$ cat src/rtl/laser_score_pkg.sv
// Shared constants and state encoding for the laser scoring block.
package laser_score_pkg;
  // Points per frame.
  localparam int NPTS    = 40;
  // Squared circle radius.
  localparam int R2      = 16;
  // Coordinate width.
  localparam int DATA_W  = 4;
  // Score width (0..40).
  localparam int SCORE_W = 6;
  // Squared-distance width: 15*15 + 15*15 = 450 fits in 9 bits.
  localparam int D2_W    = 9;

  typedef enum logic [1:0] {
    LOAD = 2'd0,
    WAIT = 2'd1,
    EVAL = 2'd2,
    OUT  = 2'd3
  } state_t;
endpackage

$ cat src/rtl/laser_in_circle.sv
// Combinational point-in-circle test: squared distance against R2.
module laser_in_circle
  import laser_score_pkg::*;
(
  input  logic [DATA_W-1:0] px,
  input  logic [DATA_W-1:0] py,
  input  logic [DATA_W-1:0] cx,
  input  logic [DATA_W-1:0] cy,
  output logic              in
);

  // Absolute coordinate difference via a signed subtraction one bit wider.
  function automatic logic [DATA_W-1:0] abs_diff(input logic [DATA_W-1:0] a,
                                                 input logic [DATA_W-1:0] b);
    logic signed [DATA_W:0] d;
    d = $signed({1'b0, a}) - $signed({1'b0, b});
    return d[DATA_W] ? DATA_W'(-d) : DATA_W'(d);
  endfunction

  logic [D2_W-1:0] dx;
  logic [D2_W-1:0] dy;
  logic [D2_W-1:0] d2;

  // Squared distance in 9 bits, boundary (exactly R2) counts as inside.
  always_comb begin
    dx = D2_W'(abs_diff(px, cx));
    dy = D2_W'(abs_diff(py, cy));
    d2 = dx * dx + dy * dy;
    in = (d2 <= D2_W'(R2));
  end

endmodule

$ cat src/rtl/laser_score.sv
// Frame buffer, two-circle coverage scorer and best-result tracker.
module laser_score
  import laser_score_pkg::*;
(
  input  logic               CLK,
  input  logic               RST,
  input  logic               PT_VALID,
  input  logic [DATA_W-1:0]  X,
  input  logic [DATA_W-1:0]  Y,
  input  logic               RES_VALID,
  input  logic [DATA_W-1:0]  C1X,
  input  logic [DATA_W-1:0]  C1Y,
  input  logic [DATA_W-1:0]  C2X,
  input  logic [DATA_W-1:0]  C2Y,
  output logic [SCORE_W-1:0] SCORE,
  output logic               SCORE_VALID,
  output logic [SCORE_W-1:0] BEST_SCORE,
  output logic [DATA_W-1:0]  BEST_C1X,
  output logic [DATA_W-1:0]  BEST_C1Y,
  output logic [DATA_W-1:0]  BEST_C2X,
  output logic [DATA_W-1:0]  BEST_C2Y,
  output logic               ERR
);

  state_t state;
  state_t state_nxt;

  logic [SCORE_W-1:0] cnt;
  logic [SCORE_W-1:0] idx;
  logic [SCORE_W-1:0] acc;

  logic [DATA_W-1:0] buf_x [NPTS];
  logic [DATA_W-1:0] buf_y [NPTS];
  logic [DATA_W-1:0] c1x, c1y, c2x, c2y;

  logic               last_wr;
  logic               cap;
  logic               eval_last;
  logic               in1, in2, hit;
  logic [SCORE_W-1:0] final_cnt;

  assign last_wr   = (state == LOAD) && PT_VALID && (cnt == SCORE_W'(NPTS - 1));
  assign cap       = (last_wr && RES_VALID) || ((state == WAIT) && RES_VALID);
  assign eval_last = (state == EVAL) && (idx == SCORE_W'(NPTS - 1));
  assign hit       = in1 | in2;
  assign final_cnt = acc + SCORE_W'(hit);

  laser_in_circle u_circ1 (
    .px (buf_x[idx]),
    .py (buf_y[idx]),
    .cx (c1x),
    .cy (c1y),
    .in (in1)
  );

  laser_in_circle u_circ2 (
    .px (buf_x[idx]),
    .py (buf_y[idx]),
    .cx (c2x),
    .cy (c2y),
    .in (in2)
  );

  // State register.
  always_ff @(posedge CLK or posedge RST) begin
    if (RST) state <= LOAD;
    else     state <= state_nxt;
  end

  // Next-state: a RES_VALID coinciding with the 40th write skips WAIT.
  always_comb begin
    state_nxt = state;
    unique case (state)
      LOAD: if (last_wr) state_nxt = RES_VALID ? EVAL : WAIT;
      WAIT: if (RES_VALID) state_nxt = EVAL;
      EVAL: if (eval_last) state_nxt = OUT;
      OUT:  state_nxt = LOAD;
      default: state_nxt = LOAD;
    endcase
  end

  // Point buffer and captured centres; data only, never reset.
  always_ff @(posedge CLK) begin
    if ((state == LOAD) && PT_VALID) begin
      buf_x[cnt] <= X;
      buf_y[cnt] <= Y;
    end
    if (cap) begin
      c1x <= C1X;
      c1y <= C1Y;
      c2x <= C2X;
      c2y <= C2Y;
    end
  end

  // Load counter, evaluation index/accumulator and sticky error.
  always_ff @(posedge CLK or posedge RST) begin
    if (RST) begin
      cnt <= '0;
      idx <= '0;
      acc <= '0;
      ERR <= 1'b0;
    end else begin
      if ((state == LOAD) && PT_VALID)
        cnt <= last_wr ? '0 : cnt + 1'b1;
      if ((state == LOAD) && RES_VALID && !last_wr)
        ERR <= 1'b1;
      if (cap) begin
        idx <= '0;
        acc <= '0;
      end else if ((state == EVAL) && !eval_last) begin
        idx <= idx + 1'b1;
        acc <= final_cnt;
      end
    end
  end

  // Result and best-so-far registers, loaded on the final evaluation edge.
  always_ff @(posedge CLK or posedge RST) begin
    if (RST) begin
      SCORE       <= '0;
      SCORE_VALID <= 1'b0;
      BEST_SCORE  <= '0;
      BEST_C1X    <= '0;
      BEST_C1Y    <= '0;
      BEST_C2X    <= '0;
      BEST_C2Y    <= '0;
    end else begin
      SCORE_VALID <= eval_last;
      if (eval_last) begin
        SCORE <= final_cnt;
        if (final_cnt > BEST_SCORE) begin
          BEST_SCORE <= final_cnt;
          BEST_C1X   <= c1x;
          BEST_C1Y   <= c1y;
          BEST_C2X   <= c2x;
          BEST_C2Y   <= c2y;
        end
      end
    end
  end

endmodule

$ cat config.mk
export PLATFORM = sky130hd
export DESIGN_NAME = laser_score
export DESIGN_NICKNAME = d
export VERILOG_FILES = /design/src/rtl/laser_score_pkg.sv /design/src/rtl/laser_in_circle.sv /design/src/rtl/laser_score.sv
export SDC_FILE = /design/constraint.sdc
export NUM_CORES = 1
export LEC_CHECK = 0
export BUFFER_PORTS_ARGS = -buffer_cell sky130_fd_sc_hd__buf_2
export CAP_MARGIN = 20
export CORE_ASPECT_RATIO = 2
export CORE_MARGIN = 3
export CORE_UTILIZATION = 45
export DETAILED_ROUTE_END_ITERATION = 6
export MAX_ROUTING_LAYER = met4
export PLACE_DENSITY = 0.63
export REMOVE_ABC_BUFFERS = 1
export SLEW_MARGIN = 20
export SYNTH_ARGS = -nofsm -noshare
export SYNTH_HDL_FRONTEND = slang
export SYNTH_SLANG_ARGS = --single-unit
$ cat constraint.sdc
create_clock -name CLK -period 9.35 [get_ports CLK]
set_clock_uncertainty 0.1 [all_clocks]
set_input_delay 1.87 -clock CLK [delete_from_list [all_inputs] [get_ports CLK]]
set_output_delay 1.87 -clock CLK [all_outputs]
set_load 0.01 [all_outputs]
==> results of run 1 <==
-- worst max-delay path, delay by kind of cell, from the launching register on --
kind / cells / cell delay [ns]
DFF: 1 / 0.52
adders and majority gates: 10 / 3.91
xor gates and xnor gates: 2 / 0.61
and+or+nand+nor: 3 / 0.59
muxes: 2 / 0.42
buffers and inverters: 13 / 1.46
AOI/OAI and AO/OA: 10 / 1.95
-- layout make-up --
class	instances	area share, %
sequential	386	51.6
tap	520	2.96
clock inverter	15	1.20
timing repair buffer	245	9.65
inverter	73	1.25
clock buffer	41	3.88
multi-input combinational	672	29.5
-- stage by stage --
stage | cells | area (µm²)
6_report | 1952 | 22000
3_5_place_dp | 1862 | 19600
2_1_floorplan | 1131 | 17300
4_1_cts | 1947 | 21700
5_1_grt | 1952 | 22000
3_3_place_gp | 1862 | 19600
-- what timing repair did --
| action | 4_1_cts | 5_1_grt |
|---|---|---|
| gates resized for setup | 128 | 44 |
| setup endpoints to repair | 22 | 22 |
| buffers inserted | 28 | 6 |
| cloned | 5 | 0 |
| pin swaps | 40 | 54 |
-- routing by layer --
layer | global-route usage (%) | vias to the layer above | share of wire, %
met5 | - | - | 0
met4 | 10.7 | 0 | 6.2
met3 | 2.03 | 115 | 2.9
met2 | 43.3 | 233 | 58
met1 | 20.6 | 5326 | 33
li1 | - | 4880 | -
-- kinds of logic after synthesis --
kind of cell | synth area share [%]
flip-flops | 64.3
multiplexers | 11.1
AO/OA/AOI/OAI | 7.27
AND/OR/NAND/NOR | 4.46
buffers and inverters | 3.26
adder cells (fa/ha/maj) | 7.78
XOR/XNOR | 1.83
-- Yosys cell counts (all sizes together) (4+ instances only) --
library cell  number  area share, %
nand3              7           0.20
or2                4           0.14
nor2              90            1.9
a221oi            13           0.65
dfrtp             50            7.1
or4                5           0.21
clkbuf            26           0.55
xor3               4           0.54
inv               73            1.6
edfxtp           336             57
a211oi             5           0.21
mux2i            138            7.8
mux2              51            3.3
a21o              15           0.64
nand2             29           0.62
nand2b             4           0.14
nor2b             13           0.46
xnor2              8           0.40
xor2              18           0.89
ha                68            4.8
fa                26            3.0
a22oi             64            2.7
buf               25            1.2
nor3               4           0.11
a21oi             50            1.4
o21ai             14           0.40
and3               4           0.14
-- flip-flops by register name, indices dropped and copies added, names as in the netlist, 6 cells and up --
name,count
BEST_SCORE,6
acc,6
cnt,6
SCORE,6
buf_x,160
buf_y,160
idx,6
-- worst max path at each step --
| stage | from | end | slack, ns | cells after the start |
|---|---|---|---|---|
| 6_report | idx[0] | BEST_C2X[2] | -0.32 | 40 |
| 3_3_place_gp | idx[0] | BEST_C1X[3] | -0.58 | 37 |
| 4_1_cts | idx[0] | BEST_C2X[0] | -0.27 | 38 |
| 3_5_place_dp | idx[0] | BEST_C1X[3] | -0.86 | 36 |
| 5_1_grt | idx[0] | BEST_C2X[1] | -0.61 | 40 |
| 2_1_floorplan | idx[0] | BEST_C1X[3] | -4.52 | 29 |
==> impl_metrics.json, run 1 <==
{
  "outcome": "finished with violations",
  "violations": "setup timing",
  "drt_pass1_iterations": 5,
  "wl_per_cell_um": 23.0,
  "clk_path_buf_depth": 3,
  "grt_remaining_overflow": 0,
  "synth_async_sr_flop_share_pct": 13.0,
  "synth-edff-count": 336,
  "yosys_warnings": 0,
  "dp.final_hpwl_um": 31200,
  "crit_path_top_delay_cell": "sky130_fd_sc_hd__fa_2",
  "drt_antenna_net_count": 0,
  "syn_to_final_growth_pct": 24.8,
  "pin_count_of_the_biggest_net_entering_global_routing": 51,
  "ctsRootBufferMaster": "sky130_fd_sc_hd__clkbuf_16",
  "post_route_cells_drive_above_1_share_pct": 32.5,
  "hold_path_depth": 2,
  "starting_drc_count_in_detailed_routing": 675,
  "initial_standard_cell_utilization_of_the_core_pct": 45.6,
  "r2r_setup_slack_ns": -0.32,
  "path_common_cell": "sky130_fd_sc_hd__inv_2",
  "gp_congestion": 0.890,
  "timing.fmax_ghz": 0.103,
  "final_critical_path_setup_slack_ns": -0.321,
  "synth_top_flop_cell": "sky130_fd_sc_hd__edfxtp_1",
  "fin_tns_setup_ns": -6.74,
  "syn_avg_cell_area_um2": 14.9,
  "most_frequent_cells_in_the_layout": "336 x sky130_fd_sc_hd__edfxtp_1, 150 x sky130_fd_sc_hd__buf_4, 135 x sky130_fd_sc_hd__mux2i_1",
  "netlist_area_mm2": 0.0176,
  "multiInputGateArea_mm2": 0.00649,
  "grtUsageTotal_pct": 21.9,
  "critical_path.reg2reg.startpoint": "idx[0]",
  "post-route-min-period_ns": 9.67,
  "setup_viol": 22,
  "worst_hold_slack_ns": 0.390,
  "dr_drc_count": 0,
  "timing.final.crit_share_pct": 103,
  "sink_count": 386,
  "max_cap_violations": 0,
  "share_of_the_yosys_chip_area_belonging_to_registers_pct": 64.3,
  "worst_hold_path.endpoint": "SCORE[0]",
  "cts.hold.buffers_added": 0,
  "ys_seq_elements": 386,
  "floorplan.io_pins": 58,
  "grt_first_pass_wirelength_um": 67100,
  "report.final.hold_viol_count": 0,
  "syn-instance-count": 1182,
  "die_width_um": 146,
  "worst-path-max-fanout": 16,
  "clock_insertion_delay_worst_skew_ns": 0.58,
  "postRouteWirelength_um": 44900,
  "cp-end-kind": "flip-flop",
  "tritoncts": "built",
  "hold_path.class": "reg -> reg",
  "min_from": "SCORE[0]",
  "slew-limit-headroom_pct": 40.6,
  "core-area_mm2": 0.0387,
  "antenna_found_initial": 0,
  "fp.dieArea_mm2": 0.0417,
  "setup.worst_path.class": "reg -> reg",
  "antenna-diode-count": 0,
  "critPathLaunchType": "flip-flop",
  "placementRows": 102,
  "fillCellCount": 2993,
  "fin_util_pct": 56.9,
  "yosys.cell_types.count": 57,
  "clock_transition_at_path_regs_ns": 0.07,
  "die-height_um": 286,
  "cp_data_required_time_ns": 9.71,
  "worst-slew-pin-transition_ns": 0.892,
  "vias_per_cell": 5.41,
  "finalNetCount": 1530,
  "rsz0062_at_grt": "yes",
  "cp_slowest_stage_delay_ns": 0.56,
  "commonest_non_fill_non_tap_cell_in_the_layout": "sky130_fd_sc_hd__edfxtp_1",
  "regArea_mm2": 0.0113,
  "data_arrival_time_of_the_critical_path_ns": 10.03,
  "ctsHtreeMaxLevel": 1,
  "dr_total_vias": 10600,
  "dp_slack_ns": -0.861,
  "place.port_buffers": 57,
  "crit-reg2reg-capture": "BEST_C2X[2]",
  "cts-buffers-inserted": 30,
  "vias_in_the_first_global_route": 11300,
  "r2r.worst_path.cells": 40,
  "final_max_slew_viol_count": 0
}
Power of run 1 is not shown: default switching activity piles up to over one toggle a cycle in this logic, so the estimate is an artifact.
==> run 2: changes to the inputs <==
--- a/config.mk
+++ b/config.mk
@@ -8,7 +8,6 @@
 export BUFFER_PORTS_ARGS = -buffer_cell sky130_fd_sc_hd__buf_2
 export CAP_MARGIN = 20
 export CORE_ASPECT_RATIO = 2
-export CORE_MARGIN = 3
 export CORE_UTILIZATION = 45
 export DETAILED_ROUTE_END_ITERATION = 6
 export MAX_ROUTING_LAYER = met4
==> impl_metrics.json, run 2 (synthesis results as in run 1) <==
{
  "initial_standard_cell_utilization_of_the_core_pct": 45.6,
  "largest_registers": "buf_x: 160 flops, buf_y: 160 flops",
  "gp_congestion": 0.931,
  "fin_util_pct": 55.6,
  "finalNetCount": 1509,
  "die-height_um": 282,
  "dr_total_vias": 10500,
  "multiInputGateArea_mm2": 0.00632,
  "die_width_um": 142,
  "setup.worst_path.class": "reg -> reg",
  "final_critical_path_setup_slack_ns": -0.255,
  "dp_slack_ns": -0.769,
  "core-area_mm2": 0.0387,
  "place.port_buffers": 57,
  "fillCellCount": 3038,
  "wl_per_cell_um": 22.5,
  "clock_insertion_delay_worst_skew_ns": 0.59,
  "crit_path_top_delay_cell": "sky130_fd_sc_hd__or4_4",
  "ctsHtreeMaxLevel": 1,
  "most_frequent_cells_in_the_layout": "336 x sky130_fd_sc_hd__edfxtp_1, 138 x sky130_fd_sc_hd__buf_4, 135 x sky130_fd_sc_hd__mux2i_1",
  "final_max_slew_viol_count": 0,
  "clk_path_buf_depth": 3,
  "ctsRootBufferMaster": "sky130_fd_sc_hd__clkbuf_16",
  "slew-limit-headroom_pct": 37.7,
  "antenna_found_initial": 1,
  "commonest_non_fill_non_tap_cell_in_the_layout": "sky130_fd_sc_hd__edfxtp_1",
  "drt_antenna_net_count": 0,
  "worst-slew-pin-transition_ns": 0.930,
  "placementRows": 102,
  "critPathLaunchType": "flip-flop",
  "vias_in_the_first_global_route": 11300,
  "syn_to_final_growth_pct": 22.0,
  "setup_viol": 22,
  "cp-end-kind": "flip-flop",
  "cp_slowest_stage_delay_ns": 0.57,
  "max_cap_violations": 0,
  "pin_count_of_the_biggest_net_entering_global_routing": 51,
  "grt_remaining_overflow": 0,
  "rsz0062_at_grt": "yes",
  "data_arrival_time_of_the_critical_path_ns": 9.97,
  "grtUsageTotal_pct": 23.4,
  "vias_per_cell": 5.42,
  "dp.final_hpwl_um": 30400,
  "report.final.hold_viol_count": 0,
  "dr_drc_count": 0,
  "dp.cells": 1849,
  "worst_hold_slack_ns": 0.389,
  "worst-path-max-fanout": 8,
  "post-route-min-period_ns": 9.61,
  "hold_path.class": "reg -> reg",
  "grt_first_pass_wirelength_um": 65800,
  "tritoncts": "built",
  "post_route_cells_drive_above_1_share_pct": 29.4,
  "fp.dieArea_mm2": 0.0400,
  "starting_drc_count_in_detailed_routing": 578,
  "final_cell_count_no_fill": 1933,
  "cts-buffers-inserted": 31,
  "clock_transition_at_path_regs_ns": 0.07,
  "regArea_mm2": 0.0113,
  "drt_pass1_iterations": 5,
  "violations": "setup timing",
  "postRouteWirelength_um": 43500,
  "cp_data_required_time_ns": 9.72,
  "sink_count": 386,
  "floorplan.io_pins": 58,
  "timing.fmax_ghz": 0.104,
  "outcome": "finished with violations",
  "timing.final.crit_share_pct": 103
}
-- run 2: final timing paths --
kind                                from       endpoint  depth (start not counted)  slack, ns
worst max-delay path              idx[0]  BEST_SCORE[0]                         40      -0.26
worst min-delay path            SCORE[1]       SCORE[1]                          2       0.39
worst max register to register    idx[0]  BEST_SCORE[0]                         40      -0.26
worst min register to register  SCORE[1]       SCORE[1]                          2       0.39
max in group asynchronous            RST         idx[0]                          3       7.22
min in group asynchronous            RST         cnt[1]                          3       1.35
-- run 2: worst max-delay path, delay by kind of cell (launching register included) --
| kind | cells | cell delay (ns) |
|---|---|---|
| buf+inv | 12 | 1.41 |
| compound gates | 12 | 2.33 |
| simple gates | 3 | 0.83 |
| fa+ha+maj | 9 | 3.41 |
| xor+xnor | 2 | 0.43 |
| flops | 1 | 0.52 |
| mux | 2 | 0.44 |
-- run 2: per-stage QoR --
| step | TNS (ns) | area (µm²) |
|---|---|---|
| floorplan | -127.86 | 17300 |
| global placement | -13.78 | 19500 |
| detailed placement | -16.24 | 19500 |
| CTS | -2.98 | 21400 |
| global route | -11.01 | 21500 |
| finish | -4.89 | 21500 |
-- run 2: timing repair --
action / CTS / global route
setup endpoints to repair: 22 / 22
pin swaps: 63 / 30
cloned: 4 / 0
endpoints found under the hold margin: 0 / 0
gates resized for setup: 110 / 28
buffers inserted: 22 / 5
hold buffers: 0 / 0
-- run 2: area by class of cell --
type                    count  area share, %
inverters                  73           1.27
multi-input cells         672           29.4
clock buffers              37           3.80
well taps                 520           3.02
diodes                      1         0.0116
flip-flops and latches    386           52.7
repair buffers            223           8.58
clock inverters            21           1.19
-- run 2: routing by layer --
layer | wire, µm | vias to the layer above | GRT usage, %
li1 | - | 4846 | -
met1 | 14300 | 5314 | 21.5
met2 | 25400 | 213 | 45.9
met3 | 1110 | 101 | 1.77
met4 | 2720 | 0 | 13.9
met5 | 0 | - | -
Power of run 2 is left out for the same reason.
